## src/rtl/sobel_grid_edge_pkg.sv

```systemverilog
// Shared widths, channel slices, grid tap indices and small arithmetic helpers
// for the Sobel edge stage of the cartoonifier.
package sobel_grid_edge_pkg;

  localparam int PIX_W  = 30;
  localparam int CH_W   = 10;
  localparam int GRID_N = 9;
  localparam int LUMA_W = 10;
  localparam int GRAD_W = 13;
  localparam int MAG_W  = 13;
  localparam int THR_W  = 13;
  localparam int GRID_W = PIX_W * GRID_N;

  localparam int R_LSB = 20;
  localparam int G_LSB = 10;
  localparam int B_LSB = 0;

  localparam int GRID_TL = 8;
  localparam int GRID_TC = 7;
  localparam int GRID_TR = 6;
  localparam int GRID_ML = 5;
  localparam int GRID_MC = 4;
  localparam int GRID_MR = 3;
  localparam int GRID_BL = 2;
  localparam int GRID_BC = 1;
  localparam int GRID_BR = 0;

`ifdef VGA_640x480p60
  localparam int DEF_WIDTH  = 640;
  localparam int DEF_HEIGHT = 480;
`else
  localparam int DEF_WIDTH  = 800;
  localparam int DEF_HEIGHT = 600;
`endif

  typedef logic [LUMA_W-1:0]        luma_t;
  typedef logic signed [GRAD_W-1:0] grad_t;
  typedef logic [MAG_W-1:0]         mag_t;

  // One Sobel kernel row/column: a + 2b + c, always non-negative and below 4096.
  function automatic grad_t tri_sum(input luma_t a, input luma_t b, input luma_t c);
    return grad_t'({2'b00, a}) + grad_t'({1'b0, b, 1'b0}) + grad_t'({2'b00, c});
  endfunction

  function automatic mag_t abs_grad(input grad_t g);
    return g[GRAD_W-1] ? mag_t'(-g) : mag_t'(g);
  endfunction

endpackage

```

## src/rtl/rgb_to_luma.sv

```systemverilog
// Cheap luma approximation (R + 2G + B) / 4 for one 30-bit RGB pixel.
module rgb_to_luma
  import sobel_grid_edge_pkg::*;
(
  input  logic [PIX_W-1:0]  pixel,
  output logic [LUMA_W-1:0] luma
);

  localparam int SUM_W = LUMA_W + 2;

  logic [SUM_W-1:0] sum;

  assign sum  = SUM_W'(pixel[R_LSB +: CH_W])
              + {1'b0, pixel[G_LSB +: CH_W], 1'b0}
              + SUM_W'(pixel[B_LSB +: CH_W]);
  assign luma = LUMA_W'(sum >> 2);

endmodule

```

## src/rtl/sobel_grid_edge.sv

```systemverilog
// Three-stage Sobel edge detector on the 3x3 window: luma, gradient, threshold.
// Edge pixels go black, everything else passes the centre pixel through.
module sobel_grid_edge
  import sobel_grid_edge_pkg::*;
#(
  parameter int WIDTH  = DEF_WIDTH,
  parameter int HEIGHT = DEF_HEIGHT
) (
  input  logic              clock,
  input  logic              reset,
  input  logic              clken,
  input  logic              iSof,
  input  logic [GRID_W-1:0] iGrid,
  input  logic [PIX_W-1:0]  iCenter,
  input  logic [THR_W-1:0]  iThreshold,
  output logic [PIX_W-1:0]  oPixel,
  output logic              oEdge,
  output logic              oValid
);

  localparam int XW = (WIDTH > 1) ? $clog2(WIDTH) : 1;
  localparam int YW = (HEIGHT > 1) ? $clog2(HEIGHT) : 1;
  localparam logic [XW-1:0] X_LAST = XW'(WIDTH - 1);
  localparam logic [YW-1:0] Y_LAST = YW'(HEIGHT - 1);

  logic [XW-1:0] x_q, cur_x;
  logic [YW-1:0] y_q, cur_y;
  logic          border;

  luma_t         luma_c  [GRID_N];
  luma_t         luma_s1 [GRID_N];
  logic [PIX_W-1:0] center_s1, center_s2;
  logic          border_s1, border_s2;

  grad_t         gx_c, gy_c, gx_s2, gy_s2;
  mag_t          mag_c;
  logic          is_edge;
  logic [2:0]    valid_sr;

  // A start-of-frame beat is itself pixel (0,0), regardless of the running count.
  always_comb begin
    cur_x  = iSof ? '0 : x_q;
    cur_y  = iSof ? '0 : y_q;
    border = (cur_x == '0) || (cur_x == X_LAST) || (cur_y == '0) || (cur_y == Y_LAST);
  end

  always_ff @(posedge clock) begin
    if (reset) begin
      x_q <= '0;
      y_q <= '0;
    end else if (clken) begin
      if (iSof) begin
        x_q <= XW'(1);
        y_q <= '0;
      end else if (x_q == X_LAST) begin
        x_q <= '0;
        y_q <= (y_q == Y_LAST) ? '0 : y_q + 1'b1;
      end else begin
        x_q <= x_q + 1'b1;
      end
    end
  end

  for (genvar k = 0; k < GRID_N; k++) begin : g_luma
    rgb_to_luma u_luma (
      .pixel (iGrid[k*PIX_W +: PIX_W]),
      .luma  (luma_c[k])
    );
  end

  always_ff @(posedge clock) begin
    if (reset) begin
      for (int k = 0; k < GRID_N; k++) luma_s1[k] <= '0;
      center_s1 <= '0;
      border_s1 <= 1'b0;
    end else if (clken) begin
      for (int k = 0; k < GRID_N; k++) luma_s1[k] <= luma_c[k];
      center_s1 <= iCenter;
      border_s1 <= border;
    end
  end

  assign gx_c = tri_sum(luma_s1[GRID_BL], luma_s1[GRID_ML], luma_s1[GRID_TL])
              - tri_sum(luma_s1[GRID_BR], luma_s1[GRID_MR], luma_s1[GRID_TR]);
  assign gy_c = tri_sum(luma_s1[GRID_BR], luma_s1[GRID_BC], luma_s1[GRID_BL])
              - tri_sum(luma_s1[GRID_TR], luma_s1[GRID_TC], luma_s1[GRID_TL]);

  always_ff @(posedge clock) begin
    if (reset) begin
      gx_s2     <= '0;
      gy_s2     <= '0;
      center_s2 <= '0;
      border_s2 <= 1'b0;
    end else if (clken) begin
      gx_s2     <= gx_c;
      gy_s2     <= gy_c;
      center_s2 <= center_s1;
      border_s2 <= border_s1;
    end
  end

  assign mag_c   = abs_grad(gx_s2) + abs_grad(gy_s2);
  assign is_edge = (mag_c >= iThreshold) && !border_s2;

  // Outputs only load once real data reaches stage 3, so they sit at zero while priming.
  always_ff @(posedge clock) begin
    if (reset) begin
      valid_sr <= '0;
      oPixel   <= '0;
      oEdge    <= 1'b0;
    end else if (clken) begin
      valid_sr <= {valid_sr[1:0], 1'b1};
      if (valid_sr[1]) begin
        oPixel <= is_edge ? '0 : center_s2;
        oEdge  <= is_edge;
      end
    end
  end

  assign oValid = valid_sr[2];

endmodule

```

## config.mk

```make
export PLATFORM = sky130hd
export DESIGN_NAME = sobel_grid_edge
export DESIGN_NICKNAME = d
export VERILOG_FILES = /design/src/rtl/sobel_grid_edge_pkg.sv /design/src/rtl/rgb_to_luma.sv /design/src/rtl/sobel_grid_edge.sv
export SDC_FILE = /design/constraint.sdc
export NUM_CORES = 1
export LEC_CHECK = 0
export ABC_AREA = 1
export BUFFER_PORTS_ARGS = -buffer_cell sky130_fd_sc_hd__buf_2
export CAP_MARGIN = 40
export CORE_MARGIN = 10
export CORE_UTILIZATION = 50
export DETAILED_ROUTE_END_ITERATION = 12
export MAX_ROUTING_LAYER = met4
export PLACE_DENSITY = 0.69
export SYNTH_ARGS = -nofsm -noshare
export SYNTH_HDL_FRONTEND = slang
export SYNTH_HIERARCHICAL = 1
export SYNTH_SLANG_ARGS = --single-unit
```

## constraint.sdc

```tcl
create_clock -name clock -period 3.9 [get_ports clock]
set_input_delay 0.585 -clock clock [delete_from_list [all_inputs] [get_ports clock]]
set_output_delay 0.585 -clock clock [all_outputs]
set_load 0.005 [all_outputs]
```

[After elaboration in Yosys (flattened, before gate mapping)]
Memories as Yosys holds them, arrays and structs flattened.
Cells that the tools add are included.
Word-level totals
  register bits: 142
  bits in latches: 0
  RAM bits: 90
  ROM bits: 0
  output and inout bits: 32
  logic and storage cells: 93
  memories kept: 1
Operators by class
  $add $sub $neg: 33
  multipliers: 0
  div/mod/pow operators: 0
  $lt $le $gt $ge: 1
  equal/unequal tests: 4
  shifts and indexed selects: 0
  mux-type cells: 24
  bitwise operators: 9
  reductions and logical operators: 10
Memory list
  luma_s1: depth 9, width 10, read ports 8, clocked after memory_dff 0, write ports 9, RTL line sobel_grid_edge.sv:31  | luma_t luma_s1 [GRID_N];
Operator list (count)
  $mux W10: 16
  $add A10 B11 Y12: 13
  $add A12 B10 Y12: 9
  $add A12 B10 Y13: 4
  $eq A10 B10 Y1 const B: 4
  $mux W30: 1
  $mux W13: 2
  $neg A13 Y13: 2
  $sub A13 B13 Y13: 2
  $add A10 B1 Y10 const B: 2
  $logic_not A10 Y1: 2
  $add A13 B13 Y13: 1
  $ge A13 B13 Y1: 1
  $or A1 B1 Y1: 9
  $mux W1: 5
  $reduce_and A2 Y1: 2
  $logic_or A1 B1 Y1: 3
  $reduce_bool A2 Y1: 1
  $logic_and A1 B1 Y1: 1
  $logic_not A1 Y1: 1

[Longest topological paths before layout]
Gate-level depths: netlist of run 1.
  depth after elaboration: 6
  gate-level depth with buffers: 26
  depth with buffers taken out: 25

[Cells and area by module]
Netlist of run 1, hierarchy kept.
Modules (own cells, without submodules)
  sobel_grid_edge: instances 1, cells an instance 1466, area each 12480.7 µm², sequential area each 5245.0 µm²
  rgb_to_luma (g_luma[5].u_luma ...): instances 4, cells an instance 104, area each 693.2 µm², sequential area each 0.0 µm²
  rgb_to_luma (g_luma[0].u_luma ...): instances 4, cells an instance 104, area each 691.9 µm², sequential area each 0.0 µm²

[Worst setup path after synthesis of run 1]
No wires, ideal clock.
  path kind: register to register
  start: register gx_s2[0]
  end: register oPixel[10]
  arrival time: 3.042 ns
  data required time: 3.768 ns
  slack: 0.725 ns
  cell stages (with the launch flop): 27
  path buffers: 1
  clock period less this slack: 3.175 ns
  path through: dfxtp_1 -> inv_1 -> ha_1 -> nand3_1 -> nor2_1 -> nand3_1 -> o21ai_0 -> xnor2_1 -> ha_1 -> nand2_1 -> nor2_1 -> nand3_1 -> nand3_1 -> inv_1 -> nand3_1 -> nand2_1 -> ha_1 -> nand2_1 -> nor2_1 -> inv_1 -> nor2_1 -> nand2_1 -> nand2_1 -> nand2_1 -> buf_2 -> nand3_1 -> a21oi_1
On the way
  longest elaborated chain between the ends: 6
RTL lines
  start, declared: RTL line sobel_grid_edge.sv:35  | grad_t gx_c, gy_c, gx_s2, gy_s2;
  start signal, assigned: RTL line sobel_grid_edge.sv:95  | gx_s2 <= gx_c;
  $neg A13 Y13: RTL line sobel_grid_edge_pkg.sv:46  | return g[GRAD_W-1] ? mag_t'(-g) : mag_t'(g);
  $mux W13 (*): RTL line sobel_grid_edge_pkg.sv:46
  $add A13 B13 Y13 (*): RTL line sobel_grid_edge.sv:102  | assign mag_c = abs_grad(gx_s2) + abs_grad(gy_s2);
  $ge A13 B13 Y1 (*): RTL line sobel_grid_edge.sv:103  | assign is_edge = (mag_c >= iThreshold) && !border_s2;
  $logic_and A1 B1 Y1 (*): RTL line sobel_grid_edge.sv:103
  $mux W30 (*): RTL line sobel_grid_edge.sv:114  | oPixel <= is_edge ? '0 : center_s2;
  end signal, assigned: RTL line sobel_grid_edge.sv:114
  end, declared: RTL line sobel_grid_edge.sv:16  | output logic [PIX_W-1:0] oPixel,
Mark *: on every way between the ends. The rest lies on a longest branch, timed or not.
A chain may end at the register's enable or synchronous reset.

[Worst setup path after layout of run 1]
  start: register gy_s2[2]
  end: register oPixel[0]
On the way
  longest elaborated chain between the ends: 6
RTL lines
  start, declared: RTL line sobel_grid_edge.sv:35
  start signal, assigned: RTL line sobel_grid_edge.sv:96  | gy_s2 <= gy_c;
  $neg A13 Y13: RTL line sobel_grid_edge_pkg.sv:46
  $mux W13 (*): RTL line sobel_grid_edge_pkg.sv:46
  $add A13 B13 Y13 (*): RTL line sobel_grid_edge.sv:102
  $ge A13 B13 Y1 (*): RTL line sobel_grid_edge.sv:103
  $logic_and A1 B1 Y1 (*): RTL line sobel_grid_edge.sv:103
  $mux W30 (*): RTL line sobel_grid_edge.sv:114
Marks and branches as above.

==> results of run 1 <==
-- worst paths after layout --
check              startpoint  cells after the start             to
setup / recovery     gy_s2[2]                     23      oPixel[0]
hold / removal    iCenter[26]                      3  center_s1[26]
setup reg to reg     gy_s2[2]                     23      oPixel[0]
hold reg to reg     border_s1                      2      border_s1
-- layout by cell type (no fill, tap or decap), drive strengths merged --
cell type,netlist,layout
a31oi,10,10
buf,26,332
nand3b,1,1
o21bai,20,20
fa,159,159
edfxtp,80,80
nor4,3,3
o22ai,12,12
a21boi,3,3
diode,0,1
clkinv,0,4
dfxtp,142,142
a32o,1,1
a22oi,2,2
inv,472,474
clkinvlp,0,1
nand3,119,119
nand4,15,15
ha,129,129
o21a,1,1
bufinv,0,2
o21ai,118,118
a21oi,115,115
nor2,199,199
xor2,52,52
or2,1,1
a211oi,3,3
nand2,538,538
a31o,1,1
clkbuf,19,36
xnor2,18,18
nor3,27,27
a21o,12,12
-- critical path, stage by stage, from the launching register on --
cell and delay (ps):
dfxtp_1 320, inv_1 100, nand3_1 130, nor3_2 160, nand3_1 120, nand2_1 130
xor2_1 180, ha_1 310, a21oi_1 150, o21ai_1 100, a21oi_1 200, o21ai_0 150
xor2_1 170, ha_1 310, nand2_1 90, nor2_4 110, inv_1 50, nor2_1 90
nand2_1 70, nand2_2 80, nand2_4 100, clkbuf_16 200, nand3_1 80, a21oi_1 60
-- kinds of logic (layout without fill, tap and decap cells) --
family	count (synthesis)	in the layout	share of synthesized area, %
adders and majority gates	288	288	26.6
buffers and inverters	517	849	11.0
xor gates and xnor gates	70	70	3.40
and+or+nand+nor	903	903	20.5
DFF	222	222	29.1
AOI/OAI and AO/OA	298	298	9.35
other	0	1	0
-- through the flow --
| step | TNS [ps] | power (mW) | utilization (%) |
|---|---|---|---|
| after floorplan | 0 | 9.79 | - |
| after global placement | 0 | 11.8 | 56.5 |
| after detailed placement | 0 | 12.0 | 56.6 |
| after CTS | 0 | 14.5 | 59.1 |
| after global routing | -971 | 16.9 | 59.6 |
| final | 0 | 15.3 | 59.6 |
-- routing by layer --
metal  track usage, %  up-vias  wire [um]  part of all wire (%)
met5                -        -          0                     0
met4             3.23        0        645                   1.5
met3             1.83       41       1500                   3.4
met2             35.6      314      22200                    50
met1             24.7     7021      19800                    45
li1                 -     7799          -                     -
-- power by group --
group          internal, mW  switching, mW
Clock                  1.49          0.944
Combinational          3.92           6.01
Sequential             2.70          0.246
Total                  8.11           7.20
-- cell type report --
type / instances / area, um2 / share of cell area (%)
antenna: 1 / 2.50 / 0.0118
multi-input combinational: 1559 / 10900 / 51.5
timing repair buffer: 334 / 1820 / 8.56
clock inverter: 9 / 115 / 0.543
sequential: 222 / 5250 / 24.7
inverter: 472 / 1780 / 8.37
tap: 461 / 577 / 2.72
clock buffer: 34 / 753 / 3.55
-- state kept, by name, indices dropped and copies added, names as in the netlist --
register	cells
center_s1	30
border_s2	1
oPixel	30
y_q	10
x_q	10
border_s1	1
gy_s2	13
luma_s1	80
oEdge	1
center_s2	30
gx_s2	13
valid_sr	3
-- cells in the mapped netlist, types with 26 or more instances --
library cell | count | area share [%]
dfxtp_1 | 142 | 16
a21oi_1 | 114 | 3.2
o21ai_0 | 108 | 3.0
nor3_1 | 26 | 0.72
edfxtp_1 | 80 | 13
xor2_1 | 52 | 2.5
ha_1 | 129 | 9.0
nand3_1 | 117 | 3.2
nand2_1 | 527 | 11
nor2_1 | 190 | 4.0
inv_1 | 470 | 9.8
fa_1 | 159 | 18
-- what timing repair did --
action / in CTS / in global routing
buffers inserted: 0 / 4
resized for setup: 0 / 40
setup endpoints to repair: 0 / 32
==> flow_metrics.py, run 1 <==
metrics = {
    "floorplanning": {
        "coreArea_mm2": 0.0356,
        "die_h_um": 210,
        "io_pins": 349,
        "rows": 69,
        "die_w_um": 210,
        "die_area_mm2": 0.0440,
        "initial_utilization_pct": 50.7,
    },
    "synth": {
        "ys_ff_latch": 222,
        "synthFlopType": "dfxtp_1",
        "syn-num-nets": 2903,
        "synth-seq-area-share_pct": 29.1,
        "synthArstFlopShare_pct": 0,
        "ys_warn_count": 6,
        "synth_area_mm2": 0.0180,
        "syn_inst": 2298,
        "syn_avg_cell_area_um2": 7.84,
        "ys_types": 42,
        "synth_edf_count": 80,
    },
    "detailed_routing": {
        "dr.pass1.iters": 5,
        "antenna_left": 0,
        "vias_per_cell": 4.91,
        "via_count": 15200,
        "drc_errors": 0,
        "wl_per_cell_um": 14.3,
        "wl_um": 44100,
        "drt_iter0_markers": 772,
    },
    "sta": {
        "slew_viol_final": 0,
        "max_freq_ghz": 0.276,
        "hold_ws_ps": 263,
        "finalSetupViolations": 0,
        "period_share_pct": 92.8,
        "worstMarginPinSlew_ps": 783,
        "hold_viol_final": 0,
        "slew_headroom_pct": 47.8,
        "finalClockSkew_ps": 15.6,
        "setup_ws_ps": 279,
        "fin_crit_ps": 3620,
        "rsz0062_at_grt": "true",
    },
    "cells_and_area": {
        "finalNonFillerCells": 3092,
        "drive_above_1_share_pct": 17.1,
        "nFillCells": 3284,
        "final_nets": 3218,
        "areaGrowthSynthToFinish_pct": 17.7,
        "final_area_mm2": 0.0212,
    },
    "place": {
        "place_ws_ps": 193,
        "dpl.hpwl_um": 36000,
        "placed_area_mm2": 0.0201,
        "place_congestion": 0.907,
        "dp.cells": 3042,
        "io_buffers": 318,
    },
    "clock_tree": {
        "clkLatencyLatePin_ps": 520,
        "cts_tree": "yes",
        "h-tree-depth": 1,
        "clkSinkCount": 222,
        "cts_buffers": 24,
        "clockBufferDepth": 3,
        "clk_pin_slew_worst_paths_ps": 70,
        "cts_root_buffer": "clkbuf_16",
        "cts_hold_buffers": 0,
    },
    "power": {
        "power.density_mw_per_mm2": 722,
        "ir_drop_v": 0.00145,
        "leakagePower_nw": 10.9,
    },
    "critical_path": {
        "crit_required_ps": 4260,
        "worst-path-max-fanout": 15,
        "reg2reg_slack_ps": 280,
        "worstSetupEndpointType": "register",
        "path_class": "register to register",
        "crit_arrival_ps": 3980,
        "cp-start-kind": "register",
    },
    "global_route": {
        "grt_start_max_net_pins": 53,
        "grtUsageTotal_pct": 20.0,
        "antenna_found_initial": 1,
        "grt_pass1_vias": 15900,
        "overflow": 0,
        "grt_first_pass_wirelength_um": 73200,
    },
    "flow_run": {
        "cap_violations": 0,
    },
    "worst_hold_path": {
        "hold_path.class": "input pin to register",
    },
    "run_status": {
        "outcome": "finished clean",
    },
}
(Power assumes the default switching activity.)
==> run 2, diff against run 1 <==
--- a/config.mk
+++ b/config.mk
@@ -8,11 +8,13 @@
 export ABC_AREA = 1
 export BUFFER_PORTS_ARGS = -buffer_cell sky130_fd_sc_hd__buf_2
 export CAP_MARGIN = 40
+export CORE_ASPECT_RATIO = 1.75
 export CORE_MARGIN = 10
 export CORE_UTILIZATION = 50
 export DETAILED_ROUTE_END_ITERATION = 12
 export MAX_ROUTING_LAYER = met4
 export PLACE_DENSITY = 0.69
+export SKIP_CTS_REPAIR_TIMING = 1
 export SYNTH_ARGS = -nofsm -noshare
 export SYNTH_HDL_FRONTEND = slang
 export SYNTH_HIERARCHICAL = 1
==> constraint.sdc (replaced) <==
create_clock -name clock -period 4.5 [get_ports clock]
set_input_delay 0.675 -clock clock [delete_from_list [all_inputs] [get_ports clock]]
set_output_delay 0.675 -clock clock [all_outputs]
set_load 0.005 [all_outputs]
==> flow_metrics.py, run 2 (synthesis results as in run 1) <==
metrics = {
    "power": {
        "finalPower_mw": 12.4,
        "power.density_mw_per_mm2": 592,
        "leakagePower_nw": 10.8,
        "ir_drop_v": 0.000534,
    },
    "global_route": {
        "antenna_found_initial": 0,
        "grt_pass1_vias": 16400,
        "grt_start_max_net_pins": 72,
        "grt_first_pass_wirelength_um": 74400,
        "overflow": 0,
        "grtUsageTotal_pct": 20.8,
    },
    "sta": {
        "tns_ps": 0,
        "hold_ws_ps": 338,
        "slew_viol_final": 0,
        "fin_crit_ps": 4010,
        "period_share_pct": 89.1,
        "hold_viol_final": 0,
        "finalSetupViolations": 0,
        "max_freq_ghz": 0.249,
        "worstMarginPinSlew_ps": 786,
        "rsz0062_at_grt": "false",
        "setup_ws_ps": 490,
        "finalClockSkew_ps": 15.2,
        "slew_headroom_pct": 47.6,
    },
    "clock_tree": {
        "cts_root_buffer": "clkbuf_16",
        "cts_buffers": 22,
        "clkLatencyLatePin_ps": 530,
        "clockBufferDepth": 3,
        "clkSinkCount": 222,
        "h-tree-depth": 1,
        "clk_pin_slew_worst_paths_ps": 70,
        "cts_tree": "yes",
    },
    "floorplanning": {
        "io_pins": 349,
        "die_area_mm2": 0.0443,
        "die_h_um": 271,
        "initial_utilization_pct": 50.3,
        "coreArea_mm2": 0.0358,
        "die_w_um": 164,
        "rows": 92,
    },
    "critical_path": {
        "worst-path-max-fanout": 31,
        "worstSetupEndpointType": "register",
        "slowest_stage": "ha_1",
        "cp-start-kind": "register",
        "crit_arrival_ps": 4460,
        "slowest_delay_ps": 330,
        "crit_required_ps": 4950,
        "crit_family": "simple AND/OR/NAND/NOR gates",
        "cpMostUsedCell": "nand2_1",
        "cp_num_buf_inv": 4,
        "path_class": "register to register",
    },
    "detailed_routing": {
        "drc_errors": 0,
        "via_count": 15400,
        "vias_per_cell": 4.99,
        "drt_iter0_markers": 584,
        "wl_um": 45600,
        "dr.pass1.iters": 5,
        "wl_per_cell_um": 14.7,
        "antenna_left": 0,
    },
    "cells_and_area": {
        "finalNonFillerCells": 3091,
        "drive_above_1_share_pct": 15.7,
        "register_area_mm2": 0.00525,
        "nFillCells": 3344,
        "mostFrequentLayoutCells": "527 x nand2_1, 469 x inv_1, 318 x buf_2",
        "final_common_cell": "nand2_1",
        "areaGrowthSynthToFinish_pct": 16.1,
        "final_nets": 3210,
        "multi_input_area_mm2": 0.0108,
        "diodes": 0,
        "largest_reg_flops": 80,
        "top_register": "luma_s1",
    },
    "place": {
        "io_buffers": 318,
        "place_ws_ps": 447,
        "place_congestion": 0.904,
        "dp.cells": 3051,
        "dpl.hpwl_um": 38100,
    },
    "run_status": {
        "outcome": "finished clean",
    },
    "flow_run": {
        "cap_violations": 0,
    },
    "worst_hold_path": {
        "hold_path.class": "input pin to register",
    },
}
==> run 2: cell count changes in the layout (fill, tap and decap cells not counted), sizes merged <==
cell | before | now
clkinvlp | 1 | 0
clkinv | 4 | 5
bufinv | 2 | 3
buf | 332 | 328
clkbuf | 36 | 30
diode | 1 | 0
==> run 2: worst reg2reg max path: cells and delay by family (launching register included) <==
kind	cells	cell delay, ps
adders and majority gates	3	800
DFF	1	310
AOI/OAI and AO/OA	4	730
and+or+nand+nor	14	1380
xor gates and xnor gates	1	170
buffers and inverters	4	560
==> run 2: path summary, 6_finish.rpt <==
kind	from	endpoint	slack, ps	cells past startpoint
hold reg to reg	valid_sr[0]	valid_sr[0]	450	2
hold / removal	iCenter[16]	center_s1[16]	340	3
setup reg to reg	gx_s2[0]	oPixel[21]	490	26
setup / recovery	gx_s2[0]	oPixel[21]	490	26
==> run 2: per-layer routing <==
layer / up-vias / routed length, um / GRT usage (%)
li1: 7783 / - / -
met1: 7237 / 15700 / 18.9
met2: 330 / 26800 / 42.1
met3: 88 / 1380 / 1.94
met4: 0 / 1730 / 8.26
met5: - / 0 / -
==> run 2: layout make-up <==
cell class	instances	share of cell area [%]
timing repair buffer	328	8.14
tap	470	2.81
sequential	222	25.1
multi-input combinational	1559	51.7
clock buffer	30	3.12
clock inverter	10	0.712
inverter	472	8.49
==> run 2: stage by stage <==
| stage | instance area, um2 | util (%) |
|---|---|---|
| final | 20900 | 58.4 |
| after global routing | 20900 | 58.4 |
| after CTS | 20900 | 58.4 |
| after detailed placement | 20100 | 56.2 |
| after global placement | 20100 | 56.1 |
| after floorplan | 18000 | - |
==> run 2: where the power goes <==
group	switching, mW	internal [mW]
registers	0.208	2.34
clock network	0.805	1.20
logic	4.87	2.97
total	5.88	6.51
==> run 3, diff against run 2 <==
--- a/config.mk
+++ b/config.mk
@@ -11,6 +11,7 @@
 export CORE_ASPECT_RATIO = 1.75
 export CORE_MARGIN = 10
 export CORE_UTILIZATION = 50
+export CTS_BUF_LIST = sky130_fd_sc_hd__clkbuf_16
 export DETAILED_ROUTE_END_ITERATION = 12
 export MAX_ROUTING_LAYER = met4
 export PLACE_DENSITY = 0.69
==> flow_metrics.py, run 3 (synthesis results as in run 1) <==
metrics = {
    "clock_tree": {
        "cts_tree": "yes",
        "clk_pin_slew_worst_paths_ps": 70,
        "clkLatencyLatePin_ps": 530,
        "cts_buffers": 22,
        "cts_root_buffer": "clkbuf_16",
        "clkSinkCount": 222,
        "h-tree-depth": 1,
        "clockBufferDepth": 3,
    },
    "sta": {
        "worstMarginPinSlew_ps": 781,
        "hold_ws_ps": 341,
        "rsz0062_at_grt": "false",
        "finalClockSkew_ps": 13.1,
        "fin_crit_ps": 4020,
        "slew_headroom_pct": 47.9,
        "period_share_pct": 89.2,
        "setup_ws_ps": 485,
        "hold_viol_final": 0,
        "tns_ps": 0,
        "finalSetupViolations": 0,
        "slew_viol_final": 0,
        "max_freq_ghz": 0.249,
    },
    "critical_path": {
        "crit_required_ps": 4950,
        "path_class": "register to register",
        "worst-path-max-fanout": 31,
        "crit_arrival_ps": 4460,
        "cp-start-kind": "register",
        "worstSetupEndpointType": "register",
        "reg2reg_slack_ps": 480,
    },
    "floorplanning": {
        "die_h_um": 271,
        "die_area_mm2": 0.0443,
        "io_pins": 349,
        "die_w_um": 164,
        "coreArea_mm2": 0.0358,
        "initial_utilization_pct": 50.3,
        "rows": 92,
    },
    "power": {
        "p_clk_share_pct": 15.5,
        "leakagePower_nw": 10.8,
        "p_sw_share_pct": 47.8,
        "ir_drop_v": 0.000531,
        "finalPower_mw": 12.3,
        "pwr-share-seq_pct": 20.7,
        "switchingPower_mw": 5.88,
        "p_int_mw": 6.42,
        "combPwrFrac_pct": 63.7,
        "power.density_mw_per_mm2": 589,
    },
    "detailed_routing": {
        "wl_um": 45600,
        "drc_errors": 0,
        "dr.pass1.iters": 5,
        "wl_per_cell_um": 14.8,
        "via_count": 15400,
        "vias_per_cell": 5.00,
        "drt_iter0_markers": 625,
        "antenna_left": 0,
    },
    "place": {
        "place_congestion": 0.904,
        "place_ws_ps": 447,
        "dpl.hpwl_um": 38100,
        "io_buffers": 318,
        "placed_area_mm2": 0.0201,
    },
    "cells_and_area": {
        "top_register": "luma_s1",
        "register_area_mm2": 0.00525,
        "nFillCells": 3349,
        "drive_above_1_share_pct": 15.6,
        "mostFrequentLayoutCells": "527 x nand2_1, 471 x inv_1, 318 x buf_2",
        "areaGrowthSynthToFinish_pct": 15.8,
        "final_common_cell": "nand2_1",
        "multi_input_area_mm2": 0.0108,
        "diodes": 0,
        "final_nets": 3210,
        "largest_reg_flops": 80,
        "final_area_mm2": 0.0209,
    },
    "worst_hold_path": {
        "hold_path.class": "input pin to register",
    },
    "global_route": {
        "antenna_found_initial": 0,
        "grt_pass1_vias": 16400,
        "grtUsageTotal_pct": 20.8,
        "overflow": 0,
        "grt_first_pass_wirelength_um": 74400,
        "grt_start_max_net_pins": 72,
    },
    "flow_run": {
        "cap_violations": 0,
    },
    "run_status": {
        "outcome": "finished clean",
    },
}
==> run 3: layer usage <==
| layer | track usage, % | up-vias | wire (um) |
|---|---|---|---|
| li1 | - | 7779 | - |
| met1 | 18.9 | 7266 | 15700 |
| met2 | 42.1 | 317 | 26800 |
| met3 | 1.94 | 84 | 1390 |
| met4 | 8.21 | 0 | 1700 |
| met5 | - | - | 0 |
==> run 3: area by class of cell <==
type,count,area share [%]
clock buffers,23,2.76
clock inverters,17,0.839
inverters,472,8.51
multi-input cells,1559,51.8
flip-flops and latches,222,25.1
well taps,470,2.82
repair buffers,328,8.16
==> run 3: final timing paths <==
check,startpoint,endpoint,cells after the start
setup / recovery,gx_s2[0],oPixel[21],26
hold / removal,iCenter[16],center_s1[16],3
setup reg to reg,gx_s2[0],oPixel[21],26
hold reg to reg,valid_sr[0],valid_sr[0],2
==> run 3: stage by stage <==
step / util [%] / instances
4_1_cts: 58.3 / 3091
6_report: 58.3 / 3091
2_1_floorplan: - / 2298
3_5_place_dp: 56.2 / 3051
3_3_place_gp: 56.1 / 3050
5_1_grt: 58.3 / 3091
==> run 3: power groups by stage <==
stage,registers [mW],clock network (mW),logic [mW]
global placement,2.59,0,7.63
global route,2.58,2.03,9.09
CTS,2.56,1.96,7.86
detailed placement,2.60,0,7.81
finish,2.55,1.91,7.84
floorplan,2.50,0,5.99
==> run 3: worst max-delay path, cell delays in order, from the launching register on <==
cell and delay [ps]:
dfxtp_1 310, inv_1 170, ha_1 230, nand3_1 120, nor2_1 140, nand3_1 140, o21ai_0 230, xnor2_1 170
ha_1 330, nand2_1 130, nor2_1 60, a211oi_1 240, nand3_1 190, inv_1 80, nand3_1 60, nand2_1 80
ha_1 240, nand2_1 90, inv_1 50, nand2_1 50, nand2_1 50, a21oi_1 110, nand2_1 80, nand2_1 80
buf_6 250, nand3_1 110, a21oi_1 150
